## src/rtl/gate_bist_ctrl.sv

```systemverilog
// Self-test sequencer for one 2-input gate: sweeps {A,B} through 00..11 for
// N_PASSES passes, samples Y after a settle window and scores it against exp_tt.
module gate_bist_ctrl #(
    parameter int unsigned SETTLE_CYC = 2,
    parameter int unsigned N_PASSES   = 1
) (
    input  logic       clk,
    input  logic       rst,
    input  logic       start,
    input  logic [3:0] exp_tt,
    input  logic       stop_on_fail,
    output logic       A,
    output logic       B,
    input  logic       Y,
    output logic       busy,
    output logic       done,
    output logic       pass,
    output logic [3:0] fail_mask,
    output logic [7:0] err_cnt,
    output logic [1:0] dbg_state_o
);

    localparam logic [1:0] ST_IDLE  = 2'd0;
    localparam logic [1:0] ST_DRIVE = 2'd1;
    localparam logic [1:0] ST_DONE  = 2'd2;

    localparam logic [7:0]  SETTLE_LAST = 8'(SETTLE_CYC - 1);
    localparam logic [15:0] PASS_LAST   = 16'(N_PASSES - 1);

    logic [1:0]  state_q,      state_d;
    logic [1:0]  vec_idx_q,    vec_idx_d;
    logic [7:0]  settle_cnt_q, settle_cnt_d;
    logic [15:0] pass_cnt_q,   pass_cnt_d;
    logic [3:0]  exp_tt_q,     exp_tt_d;
    logic        stop_q,       stop_d;
    logic [3:0]  fail_mask_q,  fail_mask_d;
    logic [7:0]  err_cnt_q,    err_cnt_d;
    logic        pass_q,       pass_d;
    logic [1:0]  ab_q,         ab_d;

    logic sample_now;
    logic mismatch;
    logic wrap;
    logic last_pass;

    // Y is scored at the edge that closes the last settle cycle of a vector.
    assign sample_now = (state_q == ST_DRIVE) && (settle_cnt_q == SETTLE_LAST);
    assign mismatch   = sample_now && (Y != exp_tt_q[vec_idx_q]);
    assign wrap       = sample_now && (vec_idx_q == 2'd3);
    assign last_pass  = wrap && (pass_cnt_q == PASS_LAST);

    always_comb begin
        state_d      = state_q;
        vec_idx_d    = vec_idx_q;
        settle_cnt_d = settle_cnt_q;
        pass_cnt_d   = pass_cnt_q;
        exp_tt_d     = exp_tt_q;
        stop_d       = stop_q;
        fail_mask_d  = fail_mask_q;
        err_cnt_d    = err_cnt_q;
        pass_d       = pass_q;
        ab_d         = 2'b00;

        case (state_q)
            ST_IDLE: begin
                if (start) begin
                    exp_tt_d     = exp_tt;
                    stop_d       = stop_on_fail;
                    fail_mask_d  = 4'b0000;
                    err_cnt_d    = 8'd0;
                    pass_d       = 1'b0;
                    vec_idx_d    = 2'd0;
                    pass_cnt_d   = 16'd0;
                    settle_cnt_d = 8'd0;
                    state_d      = ST_DRIVE;
                end
            end

            ST_DRIVE: begin
                settle_cnt_d = settle_cnt_q + 8'd1;
                if (mismatch) begin
                    fail_mask_d[vec_idx_q] = 1'b1;
                    if (err_cnt_q != 8'hFF) begin
                        err_cnt_d = err_cnt_q + 8'd1;
                    end
                end
                if (sample_now) begin
                    settle_cnt_d = 8'd0;
                    vec_idx_d    = vec_idx_q + 2'd1;
                    if (wrap) begin
                        pass_cnt_d = pass_cnt_q + 16'd1;
                    end
                end
                // The final sample's verdict is folded into pass on the same edge.
                if (last_pass || (mismatch && stop_q)) begin
                    state_d = ST_DONE;
                    pass_d  = (err_cnt_d == 8'd0);
                    ab_d    = 2'b00;
                end else begin
                    ab_d = vec_idx_d;
                end
            end

            ST_DONE: begin
                state_d      = ST_IDLE;
                vec_idx_d    = 2'd0;
                settle_cnt_d = 8'd0;
                pass_cnt_d   = 16'd0;
            end

            default: begin
                state_d = ST_IDLE;
            end
        endcase
    end

    always_ff @(posedge clk) begin
        if (rst) begin
            state_q      <= ST_IDLE;
            vec_idx_q    <= 2'd0;
            settle_cnt_q <= 8'd0;
            pass_cnt_q   <= 16'd0;
            exp_tt_q     <= 4'b0000;
            stop_q       <= 1'b0;
            fail_mask_q  <= 4'b0000;
            err_cnt_q    <= 8'd0;
            pass_q       <= 1'b0;
            ab_q         <= 2'b00;
        end else begin
            state_q      <= state_d;
            vec_idx_q    <= vec_idx_d;
            settle_cnt_q <= settle_cnt_d;
            pass_cnt_q   <= pass_cnt_d;
            exp_tt_q     <= exp_tt_d;
            stop_q       <= stop_d;
            fail_mask_q  <= fail_mask_d;
            err_cnt_q    <= err_cnt_d;
            pass_q       <= pass_d;
            ab_q         <= ab_d;
        end
    end

    assign A           = ab_q[1];
    assign B           = ab_q[0];
    assign busy        = (state_q == ST_DRIVE);
    assign done        = (state_q == ST_DONE);
    assign pass        = pass_q;
    assign fail_mask   = fail_mask_q;
    assign err_cnt     = err_cnt_q;
    assign dbg_state_o = state_q;

endmodule
```

## config.mk

```make
export PLATFORM = sky130hd
export DESIGN_NAME = gate_bist_ctrl
export DESIGN_NICKNAME = d
export VERILOG_FILES = /design/src/rtl/gate_bist_ctrl.sv
export SDC_FILE = /design/constraint.sdc
export NUM_CORES = 1
export LEC_CHECK = 0
export CORE_ASPECT_RATIO = 1.1
export CORE_UTILIZATION = 60
export DETAILED_ROUTE_END_ITERATION = 8
export PLACE_DENSITY = 0.87
export SYNTH_ARGS = -nofsm -noshare
export SYNTH_HDL_FRONTEND = slang
export SYNTH_SLANG_ARGS = --single-unit
```

## constraint.sdc

```tcl
create_clock -name clk -period 3.1 [get_ports clk]
set_input_delay 0.62 -clock clk [delete_from_list [all_inputs] [get_ports clk]]
set_output_delay 0.62 -clock clk [all_outputs]
set_load 0.1 [all_outputs]
```

==> metrics list, run 1 <==
- Quantity of hold-fixing buffers added after cts: 0
* Filler cells: 345
- Outcome: completed
- Non-Filler Cell Area, Final: 0.00280 mm2
* Xor/xnor share of the synthesized area: about 8.1%
- In this run the tightest slew margin relative to its limit is 51.6%.
* Fraction of synthesized area in multiplexers: between 1 and 1.5%
* Final critical-path share of the clock period: ~75%
* Core Box Area: approximately 0.0040 mm2
- Per-instance average area after synthesis: 8.51 um2
- Footprint of the flip-flops and latches: around 960 um2
- For this run, the leading register cell type out of synthesis is sky130_fd_sc_hd__dfxtp_1.
- Unrepaired setup endpoints after global routing: false
- For this run, the post-layout net count is about 330.
* Cell type of the slowest stage on the worst timing path: sky130_fd_sc_hd__dfxtp_1
* Max Root-Sink Buffers: 2
* Actual transition at the worst max-transition pin: 0.723 ns
- Combinational family with the most area after synthesis: simple AND/OR/NAND/NOR gates
- Placed wire-length estimate: 3.75 mm
- The synthesized netlist devotes between 10 and 15% of its cell area to compound gates.
- The number of antenna violations at the first check in global routing is 0.
- Overall via count from detail_route: around 2100
- Worst setup path category: flop to primary output
- The first global-routing pass estimated ~8.9 mm of wire.
- The worst setup path is launched from a flop.
- Starting utilization of the core area: between 60% and 70%
- Capture instance of the worst register-to-register path: pass
- Along the worst path, the maximum fanout reaches 13.
* Data arrival time of the worst path: ~1.7 ns
* Average via count per standard cell: ~5.8
* Clock insertion delay at the later pin of the skew report: around 0.30 ns
- Critical path data required time: between 2 and 2.5 ns
* Total Routed Length: about 5.3 mm
- Maximum clock frequency: ~0.43 GHz
- Global routing consumed, over all layers together, roughly a quarter of the routing resources.
- Setup slack on the worst reg-to-reg path comes out at 0.83 ns.
- After the first detailed-routing iteration, the DRC count stood at ~230.
* Number of top-level pins: 28
- Post-route minimum period: around 2.3 ns
- Number of iterations in the first detailed-routing pass: 4
* Number of maximum-capacitance constraint violations: 0
- Post_cts resized: 0
- In the final routed layout, each cell accounts on average for between 10 and 15 um.
- Dividing total power by cell area gives a power density of about 400 mW/mm2.
- The via count of the first global-routing pass was 1994.
- Setup total negative slack on the finished layout was measured at 0 ns.
- Async set-or-reset flop fraction in the synthesized netlist: 0%
- Clock root buffer: sky130_fd_sc_hd__clkbuf_8
* Crit. End Element: primary output
- Die ar.: about 0.0044 mm2
- The clock arrives with around 0.0086 ns of skew.
- Max-slew violation total from the final report: 0
- Summed over all instances, the cell type with the most area after synthesis is sky130_fd_sc_hd__dfxtp_1.
* Adder-cell share of the synthesized area: approximately 4.6%
* Area taken by multi-input logic gates: 0.00143 mm2
* DRC: 0
- Number of CTS-inserted buffers: 5
* Number of levels the H-tree was split into: 2
- Cells with a size suffix above 1 make up between 10% and 20% of the layout.
- Synthesized Nets: ~310
- Number of synthesized flops with an enable pin: 0
- Die extent in y: 69.3 um
- DRT antenna net count: 0
- Sequential cells were found to cover between 30 and 40% of the synthesized design area.
- Synth cell types: between 50 and 60
- In this run the most critical hold path is launched from exp_tt_q[3].
- Cells along the critical path: nand2b_1 > inv_2 > buf_4
- Count of mapped cells out of synthesis: between 200 and 300
- Worst ir drop on vdd: between 0.0002 and 0.0003 V
* Area fraction of the dominant cell type after synthesis: 38.9%
- The worst hold path passes through 2 cells.
- Horiz. Die Dim: 63.1 um
* Clock slew at reported path FFs: 0.08 ns
- Quantity of I/O buffers inserted on ports: 27
* Highest cell delay on the worst timing path: roughly 0.5 ns
- Lkg Pwr: 1.03 nW
* Top cells by instance count after synthesis: sky130_fd_sc_hd__dfxtp_1, sky130_fd_sc_hd__nor2_1, sky130_fd_sc_hd__nand2_1, sky130_fd_sc_hd__a21oi_1, sky130_fd_sc_hd__xor2_1
- Total power: between 1 and 1.5 mW
* Flops & latches, synth: 48
- Core occupancy in the finished layout: between 70% and 80%
* GP Congestion: ~0.89
- During synthesis, Yosys emitted a total of 0 warnings.
* Classification of the worst-slack hold path: flop to flop
- The repair_antennas step left the layout with diodes totalling 0.
- End point of the worst hold path: exp_tt_q[3]
* Clock sink total: 48
- Count leader, synth: sky130_fd_sc_hd__dfxtp_1
- Largest net degree at the start of global routing: 22
- After floorplanning, the core was divided into 24 placement rows.
- Summing all placed instances gives a cell area of 0.00272 mm2.
- Summing the areas of all and, or, nand and nor instances in the mapped netlist gives between 20% and 30% of the synthesized area.
* Count of endpoints failing hold in the final timing report: 0
- TritonCTS built the clock tree.
- Startpoint of the most critical register-to-register path: err_cnt[0]
- Once the clock tree was built, the setup fixing pass inserted 0 buffers.
* Area Overhead vs Synth: 13.5%
* Main area contributors after synthesis: sky130_fd_sc_hd__dfxtp_1, sky130_fd_sc_hd__nor2_1, sky130_fd_sc_hd__xor2_1
- Mapped cell area: 0.00247 mm2
* Aggregate global routing overflow: 0
* Path depth of the worst reg2reg path: 7
* Final number of setup-violating endpoints: 0
-- final cells by class --
| type | count | share of cell area, % |
|---|---|---|
| Multi-Input combinational cell | 225 | 51.0 |
| Sequential cell | 48 | 34.3 |
| Timing Repair Buffer | 29 | 8.49 |
| Clock buffer | 5 | 2.46 |
| Tap cell | 52 | 2.32 |
| Inverter | 7 | 0.938 |
| Clock inverter | 2 | 0.447 |
-- per-layer routing --
metal | track usage (%) | vias up | routed length (um)
li1 | - | 1070 | -
met3 | 5.92 | 11 | 223
met4 | 9.56 | 0 | 99
met1 | 32.3 | 1015 | 2380
met2 | 41.6 | 53 | 2580
met5 | 0 | - | 0
-- worst max path at each step --
stage	startpoint	endpoint	cells after the start
4_1_cts	dbg_state_o[0]	busy	3
3_5_place_dp	start	pass_cnt_q[15]	7
6_report	dbg_state_o[0]	busy	3
5_1_grt	dbg_state_o[0]	fail_mask[1]	7
2_1_floorplan	dbg_state_o[1]	done	1
3_3_place_gp	start	pass_cnt_q[13]	7
-- stage by stage --
step / hold slack (ns) / cells / setup WS (ns)
global placement: 0.443 / 361 / 0.746
CTS: 0.466 / 368 / 0.782
global route: 0.501 / 368 / 0.676
finish: 0.462 / 368 / 0.785
floorplan: 0.433 / 290 / 0.000566
detailed placement: 0.453 / 361 / 0.688
-- cells by family (layout without fill, tap and decap cells) --
family	after synthesis	count (layout)
buffers and inverters	17	43
adders and majority gates	9	9
and+or+nand+nor	137	137
DFF	48	48
AOI/OAI and AO/OA	55	55
xor gates and xnor gates	22	22
muxes	2	2
-- where the power goes --
group,switching (mW),internal (mW)
Clock,0.199,0.153
Sequential,0.00861,0.625
Combinational,0.100,0.0414
-- flip-flops by register name, indices dropped and copies added, names as in the netlist --
register	cells
vec_idx_q	2
settle_cnt_q	8
exp_tt_q	4
ab_q	2
err_cnt	8
dbg_state_o	2
fail_mask	4
pass	1
pass_cnt_q	16
stop_q	1
-- critical path: cells and delay by family, from the launching register on --
| family | cells | cell delay [ns] |
|---|---|---|
| flops | 1 | 0.49 |
| buf+inv | 2 | 0.62 |
| simple gates | 1 | 0.28 |
-- cells in the final DEF, fill, tap and decap left out, types with 2 or more instances in the layout --
cell / n
sky130_fd_sc_hd__dfxtp_1: 48
sky130_fd_sc_hd__nor2_1: 44
sky130_fd_sc_hd__nand2_1: 30
sky130_fd_sc_hd__a21oi_1: 27
sky130_fd_sc_hd__buf_4: 21
sky130_fd_sc_hd__xor2_1: 16
sky130_fd_sc_hd__nand3_1: 11
sky130_fd_sc_hd__ha_1: 9
sky130_fd_sc_hd__clkdlybuf4s50_1: 8
sky130_fd_sc_hd__nand4_1: 7
sky130_fd_sc_hd__inv_1: 6
sky130_fd_sc_hd__and3_1: 6
sky130_fd_sc_hd__xnor2_1: 5
sky130_fd_sc_hd__and4_1: 5
sky130_fd_sc_hd__nor4_1: 5
sky130_fd_sc_hd__clkbuf_8: 5
sky130_fd_sc_hd__nand2b_1: 4
sky130_fd_sc_hd__nor3_1: 4
sky130_fd_sc_hd__a211oi_1: 4
sky130_fd_sc_hd__nor2b_1: 3
sky130_fd_sc_hd__and2_1: 3
sky130_fd_sc_hd__o21bai_1: 3
sky130_fd_sc_hd__a22oi_1: 3
sky130_fd_sc_hd__a31oi_1: 3
sky130_fd_sc_hd__o21ai_0: 3
sky130_fd_sc_hd__nor4b_4: 2
sky130_fd_sc_hd__or3_1: 2
sky130_fd_sc_hd__or2_2: 2
(Power assumes the default switching activity.)
==> inputs of run 2 (changes only) <==
--- a/config.mk
+++ b/config.mk
@@ -6,9 +6,9 @@
 export NUM_CORES = 1
 export LEC_CHECK = 0
 export CORE_ASPECT_RATIO = 1.1
-export CORE_UTILIZATION = 60
+export CORE_UTILIZATION = 50
 export DETAILED_ROUTE_END_ITERATION = 8
-export PLACE_DENSITY = 0.87
+export PLACE_DENSITY = 0.78
 export SYNTH_ARGS = -nofsm -noshare
 export SYNTH_HDL_FRONTEND = slang
 export SYNTH_SLANG_ARGS = --single-unit
==> constraint.sdc (replaced) <==
create_clock -name clk -period 2.05 [get_ports clk]
set_input_delay 0.41 -clock clk [delete_from_list [all_inputs] [get_ports clk]]
set_output_delay 0.41 -clock clk [all_outputs]
set_load 0.1 [all_outputs]
==> metrics list, run 2 (synthesized netlist as in run 1, its figures left out) <==
* Outcome: completed (unchanged)
* Share of power burned in combinational logic: 13.7% (was 12.6%)
- First-pass GRT wire length: 9.07 mm (was 8.89 mm)
- The CTS root buffer is sky130_fd_sc_hd__clkbuf_8 (unchanged).
- Largest net degree at the start of global routing: 20 (was 22)
* Placed wire-length estimate: 4.01 mm (was 3.75 mm)
* Aggregate global routing overflow: 0 (unchanged)
* Top reg by flops: pass_cnt_q (unchanged)
* Max-slew violation total from the final report: 0 (unchanged)
- The path type of the worst setup path is flop to flop (was flop to primary output).
* Die extent in y: 75.7 um (was 69.3 um)
* Unrepaired setup endpoints after global routing: true (was false)
- Commonest cells after routing, fill and taps aside: sky130_fd_sc_hd__buf_4, sky130_fd_sc_hd__nor2_1, sky130_fd_sc_hd__dfxtp_1 (was sky130_fd_sc_hd__dfxtp_1, sky130_fd_sc_hd__nor2_1, sky130_fd_sc_hd__nand2_1).
* Number of levels the H-tree was split into: 2 (unchanged)
* Lkg Pwr: 1.19 nW (was 1.03 nW)
* Number of CTS-inserted buffers: 5 (unchanged)
- Total routing usage reported by global routing: 23.5% (was 25.4%)
- The worst-path maximum fanout was 5 (was 13).
* Maximum clock frequency: 0.506 GHz
* Clock insertion delay at the later pin of the skew report: 0.30 ns (about the same)
- Initial antenna violation count: 0 (unchanged)
- Net switching power: 0.494 mW (was 0.308 mW)
* Data arrival time of the worst path: 2.18 ns (was 1.70 ns)
- The final layout net count came to 360 (was 334).
* Critical path data required time: 2.25 ns (was 2.48 ns)
- The count of placed standard cells including taps was 387 (was 361).
* Clock slew at reported path FFs: 0.09 ns (was 0.08 ns)
- The number of search-and-repair iterations in the first detailed-routing pass is 4 (unchanged).
- Non-filler instance count after layout: 399 (was 368)
* Post-route minimum period: about 2.0 ns
* Number of maximum-capacitance constraint violations: 0 (unchanged)
* Worst Slack Setup Final: 0.0726 ns (was 0.785 ns)
- The remaining max-slew budget at the tightest pin was 74.6% (was 51.6%).
- Number of global-route vias before repair: 2061 (was 1994)
* Starting utilization of the core area: 52.7% (was 62.2%)
* Power Internal: 1.40 mW (was 0.819 mW)
- Highest cell delay on the worst timing path: 0.57 ns (was 0.49 ns)
- Number of rows created at floorplan: 26 (was 24)
* DRT antenna net count: 0 (unchanged)
- Routed wire length per instance: 14.1 um (was 14.3 um)
- The count of pins on the block boundary was 28 (unchanged).
* Max Root-Sink Buffers: 2 (unchanged)
* Power density cells: 605 mW/mm2 (was 402 mW/mm2)
- The floorplan die area was 0.00522 mm2 (was 0.00437 mm2).
- The number of sinks driven by the clock tree came to 48 (unchanged).
* Total power: 1.89 mW (was 1.13 mW)
* Fraction of final layout cells with drive strength greater than 1: 25.7% (was 13.3%)
- The most common library cell in the layout ignoring fill and taps is sky130_fd_sc_hd__buf_4 (was sky130_fd_sc_hd__dfxtp_1).
- Total Routed Length: 5.63 mm (was 5.28 mm)
* Overall via count from detail_route: 2241 (was 2149)
- The slowest stage cell on the critical path is sky130_fd_sc_hd__mux4_2 (was sky130_fd_sc_hd__dfxtp_1).
- The total of hold buffers inserted after clock tree synthesis is 0 (unchanged).
* Share of total power in sequential cells: 50.3% (was 56.2%)
* Setup TNS after final layout: 0 ns (unchanged)
* GP Congestion: 0.831 (was 0.887)
* Average via count per standard cell: 5.62 (was 5.84)
* Fraction of power spent switching nets: 26.1% (was 27.3%)
* Flip-flop count of the largest register, all copies and words added: 16 (unchanged)
- The path class of the lowest-slack min-delay path is flop to flop (unchanged).
* Worst Hold Slack: 0.462 ns (about the same)
- The part of the total power dissipated in the clock network was 35.9% (was 31.2%).
- The minimum setup slack after placement is -0.0523 ns (was 0.688 ns).
- The number of setup violations in the final report is 0 (unchanged).
* Final critical-path share of the clock period: slightly below 100%
* DRC marker count from the first detailed-route iteration: 151 (was 233)
- The number of hold violations in the final report is 0 (unchanged).
- The worst setup skew after layout is 0.00603 ns (was 0.00859 ns).
- The sort of element at the start of the critical path is a flop (unchanged).
- The TritonCTS clock tree was built (unchanged).
* Quantity of I/O buffers inserted on ports: 27 (unchanged)
- The core outline area was 0.00468 mm2 (was 0.00396 mm2).
- The worst vdd rail ir drop is 0.000400 V (was 0.000273 V).
- DRC: 0 (unchanged)
* Horiz. Die Dim: 69.0 um (was 63.1 um)
- Cells along the critical path: mux4_2 > xor2_2 > and3_4 > buf_4 > o21bai_1 > a22oi_1 > nor2_1 (was nand2b_1 > inv_2 > buf_4).
* Antenna Diode Count: 0 (unchanged)
- Actual transition at the worst max-transition pin: 0.381 ns (was 0.723 ns)
- Crit. End Element: flop (was primary output)
- The relative area change from synthesis to final layout was 26.7% (was 13.5%).
==> run 2: cell count changes in the layout (fill, tap and decap cells not counted), sizes merged <==
| cell | change |
|---|---|
| and3 | +1 |
| buf | +25 |
| clkbuf | +1 |
| clkinvlp | -1 |
| bufinv | +1 |
==> run 2: repair_timing <==
action / 4_1_cts / 5_1_grt
pin swaps: 0 / 7
gates resized for setup: 1 / 11
cloned: 0 / 1
setup endpoints to repair: 2 / 17
buffers inserted: 0 / 3
==> run 2: area by class of cell <==
class / instances / area, um2
Sequential cell: 48 / 987
Clock inverter: 2 / 35.0
Tap cell: 56 / 70.1
Fill cell: 399 / 1560
Timing Repair Buffer: 54 / 450
Clock buffer: 6 / 72.6
Inverter: 7 / 26.3
Multi-Input combinational cell: 226 / 1490
==> run 2: routing by layer <==
metal  GRT usage, %  share of wire, %  wire length [um]  up-vias
met4           10.2               2.2               125        0
met1           27.5                43              2410     1057
met2           41.2                51              2880       48
li1               -                 -                 -     1123
met5              0                 0                 0        -
met3           4.64               3.9               218       13
==> run 2: power groups by stage <==
stage / Sequential (mW) / Clock, mW / Combinational, mW
floorplan: 1.01 / 0 / 0.121
global placement: 0.973 / 0 / 0.242
detailed placement: 0.974 / 0 / 0.246
CTS: 0.952 / 0.687 / 0.247
global route: 0.956 / 0.739 / 0.281
finish: 0.953 / 0.680 / 0.259
==> run 2: path summary, 6_finish.rpt <==
kind | start | endpoint | slack (ns) | depth (start not counted)
max | vec_idx_q[0] | err_cnt[1] | 0.07 | 7
min | exp_tt_q[3] | exp_tt_q[3] | 0.46 | 2
max reg2reg | vec_idx_q[0] | err_cnt[1] | 0.07 | 7
min reg2reg | exp_tt_q[3] | exp_tt_q[3] | 0.46 | 2
==> run 2: critical path: cells and delay by family (launching register included) <==
| family | cells | cell delay, ns |
|---|---|---|
| multiplexers | 1 | 0.57 |
| AND/OR/NAND/NOR | 2 | 0.32 |
| buffers and inverters | 1 | 0.12 |
| flip-flops | 1 | 0.38 |
| XOR/XNOR | 1 | 0.27 |
| AO/OA/AOI/OAI | 2 | 0.21 |
==> run 2: per-stage QoR <==
| stage | utilization (%) | cell area, um2 |
|---|---|---|
| 2_1_floorplan | - | 2510 |
| 3_3_place_gp | 63.1 | 2950 |
| 3_5_place_dp | 63.1 | 2950 |
| 4_1_cts | 65.4 | 3060 |
| 5_1_grt | 66.7 | 3130 |
| 6_report | 66.7 | 3130 |
==> inputs of run 3 (changes only) <==
--- a/config.mk
+++ b/config.mk
@@ -6,9 +6,10 @@
 export NUM_CORES = 1
 export LEC_CHECK = 0
 export CORE_ASPECT_RATIO = 1.1
-export CORE_UTILIZATION = 50
+export CORE_UTILIZATION = 56
 export DETAILED_ROUTE_END_ITERATION = 8
-export PLACE_DENSITY = 0.78
+export DONT_BUFFER_PORTS = 1
+export PLACE_DENSITY = 0.77
 export SYNTH_ARGS = -nofsm -noshare
 export SYNTH_HDL_FRONTEND = slang
 export SYNTH_SLANG_ARGS = --single-unit
==> metrics list, run 3 (synthesized netlist as in run 1, its figures left out) <==
* Data arrival time of the worst path: 2.18 ns (about the same)
* Average via count per standard cell: 5.94 (was 5.62)
- Post-Place Setup Slack: 0.0962 ns (was -0.0523 ns)
- Number of maximum-capacitance constraint violations: 0 (unchanged)
* Core Box Area: 0.00408 mm2 (was 0.00468 mm2)
* Clock Skew: 0.00783 ns (was 0.00603 ns)
- Power Internal: 1.28 mW (was 1.40 mW)
* Clock slew at reported path FFs: 0.09 ns (about the same)
* Final net count: 339 (was 360)
- Worst Slack Setup Final: 0.0639 ns (was 0.0726 ns)
- Cells along the critical path: mux4_2 > xnor2_1 > nor4b_1 > o32ai_1 > o211ai_1 > o21ai_1 (was mux4_2 > xor2_2 > and3_4 > buf_4 > o21bai_1 > a22oi_1 > nor2_1)
- Number of rows created at floorplan: 24 (was 26)
- Post-route minimum period: 1.99 ns (was 1.98 ns)
- The post-route setup TNS is 0 ns (unchanged).
- The number of buffers created by CTS was 5 (unchanged).
- The area of combinational cells with multiple inputs came to 0.00149 mm2 (about the same).
- Total power: 1.76 mW (was 1.89 mW)
- The maximum number of pins on one net before global-route repair came to 29 (was 20).
- Cell type of the slowest stage on the worst timing path: sky130_fd_sc_hd__mux4_2 (unchanged)
* Starting utilization of the core area: 60.4% (was 52.7%)
- Number of global-route vias before repair: 2068 (was 2061)
* Number of iterations in the first detailed-routing pass: 4 (unchanged)
- Worst slew margin relative to its limit: 70.9% (was 74.6%)
- Max Root-Sink Buffers: 2 (unchanged)
* Fraction of power spent switching nets: 27.2% (was 26.1%)
- Overall via count from detail_route: 2223 (was 2241)
- The final HPWL from detailed placement came to 4.16 mm (was 4.01 mm).
- Share of power burned in combinational logic: 12.3% (was 13.7%)
- The number of hold violations in the final report was 0 (unchanged).
* Clock root buffer: sky130_fd_sc_hd__clkbuf_8 (unchanged)
- Highest cell delay on the worst timing path: 0.59 ns (was 0.57 ns)
* Lkg Pwr: 1.09 nW (was 1.19 nW)
- The required time of the critical path came to 2.24 ns (was 2.25 ns).
- GP Congestion: 0.934 (was 0.831)
- The area taken by flip-flops and latches came to 987 um2 (unchanged).
* Power density cells: 605 mW/mm2 (about the same)
- Highest net fanout along the worst path: 2 (was 5)
* Initial antenna violation count: 0 (unchanged)
- The number of gates resized after CTS was 0 (was 1).
- Share of total power in sequential cells: 53.9% (was 50.3%)
* Element type at the critical path start: flop (unchanged)
- Quantity of I/O buffers inserted on ports: 0 (was 27)
- Post-CTS setup repair buffer count: 0 (unchanged)
* Worst setup path category: flop to flop (unchanged)
- Actual transition at the worst max-transition pin: 0.430 ns (was 0.381 ns)
- DRC: 0 (unchanged)
* Total Routed Length: 5.82 mm (was 5.63 mm)
- Max-slew violation total from the final report: 0 (unchanged)
* Area Overhead vs Synth: 18.2% (was 26.7%)
* Aggregate global routing overflow: 0 (unchanged)
- The path class of the lowest-slack min-delay path was input pin to flop (was flop to flop).
- Clock sink total: 48 (unchanged)
* Outcome: completed (unchanged)
* Core occupancy in the finished layout: 71.4% (was 66.7%)
- Final critical-path share of the clock period: 96.9% (was 96.5%)
* First-pass GRT wire length: 9.36 mm (was 9.07 mm)
* Number of top-level pins: 28 (unchanged)
- The number of setup violations in the final report came to 0 (unchanged).
- The overall die height is 71.6 um (was 75.7 um).
- The die span in x came to 65.3 um (was 69.0 um).
- The part of the total power dissipated in the clock network was 33.7% (was 35.9%).
- Antenna Diode Count: 0 (unchanged)
* Net switching power: 0.481 mW (was 0.494 mW)
* Post-placement cell count: 365 (was 387)
- The share of final-layout standard cells stronger than drive strength 1 was 22.7% (was 25.7%).
- Die ar.: 0.00468 mm2 (was 0.00522 mm2)
- The worst vdd rail ir drop came to 0.000300 V (was 0.000400 V).
* DRC marker count from the first detailed-route iteration: 234 (was 151)
- The clock latency at the later pin of the worst-skew pair came to 0.30 ns (about the same).
- CTS tree: built (unchanged)
* Crit. End Element: flop (unchanged)
- The deepest level of the CTS H-tree came to 2 (unchanged).
- The count of fill cells added during filler insertion is 318 (was 399).
* Quantity of hold-fixing buffers added after cts: 0 (unchanged)
* Maximum clock frequency: 0.503 GHz (was 0.506 GHz)
* Total routing usage reported by global routing: 25.6% (was 23.5%)
- Flip-flop count of the largest register, all copies and words added: 16 (unchanged)
* Routed wire length per instance: 15.6 um (was 14.1 um)
- Commonest cells after routing, fill and taps aside: sky130_fd_sc_hd__nor2_1, sky130_fd_sc_hd__dfxtp_1, sky130_fd_sc_hd__buf_4 (was sky130_fd_sc_hd__buf_4, sky130_fd_sc_hd__nor2_1, sky130_fd_sc_hd__dfxtp_1)
* Non-filler instance count after layout: 374 (was 399)
- Top reg by flops: pass_cnt_q (unchanged)
* Most frequent standard cell in the layout excluding fill and tap cells: sky130_fd_sc_hd__nor2_1 (was sky130_fd_sc_hd__buf_4)
* DRT antenna net count: 0 (unchanged)
## run 3: area by class of cell
class | count | area share [%]
timing repair buffer | 33 | 8.63
inverter | 7 | 0.987
multi-input combinational | 226 | 51.0
tap | 52 | 2.23
sequential | 48 | 33.9
clock inverter | 1 | 0.300
clock buffer | 7 | 2.96
## run 3: final timing paths
kind | from | end | slack (ns) | cells past startpoint
max | vec_idx_q[0] | pass | 0.06 | 6
min reg2reg | exp_tt_q[1] | exp_tt_q[1] | 0.47 | 2
min | rst | err_cnt[5] | 0.16 | 1
max reg2reg | vec_idx_q[0] | pass | 0.06 | 6
## run 3: metal layers
layer | global-route usage (%) | vias to the layer above | part of all wire [%]
met2 | 41.4 | 75 | 48
met1 | 32.3 | 1045 | 44
met5 | 0 | - | 0
met3 | 7.01 | 13 | 6.3
li1 | - | 1090 | -
met4 | 9.90 | 0 | 1.7
## run 3: power groups by stage
stage / sequential [mW] / combinational (mW) / clock, mW
after floorplan: 1.01 / 0.121 / 0
after global placement: 0.971 / 0.202 / 0
after detailed placement: 0.972 / 0.205 / 0
after CTS: 0.950 / 0.207 / 0.606
after global routing: 0.953 / 0.234 / 0.648
final: 0.952 / 0.218 / 0.595
## run 3: per-stage QoR
step                area (um2)  hold WS (ns)
finish                    2920         0.162
global route              2920         0.140
CTS                       2860         0.152
detailed placement        2770         0.450
global placement          2770         0.442
floorplan                 2510         0.433
## run 3: worst max-delay path: cells and delay by family (launching register included)
| family | cells | cell delay, ns |
|---|---|---|
| flip-flops | 1 | 0.36 |
| AO/OA/AOI/OAI | 3 | 0.32 |
| AND/OR/NAND/NOR | 1 | 0.43 |
| XOR/XNOR | 1 | 0.18 |
| multiplexers | 1 | 0.59 |
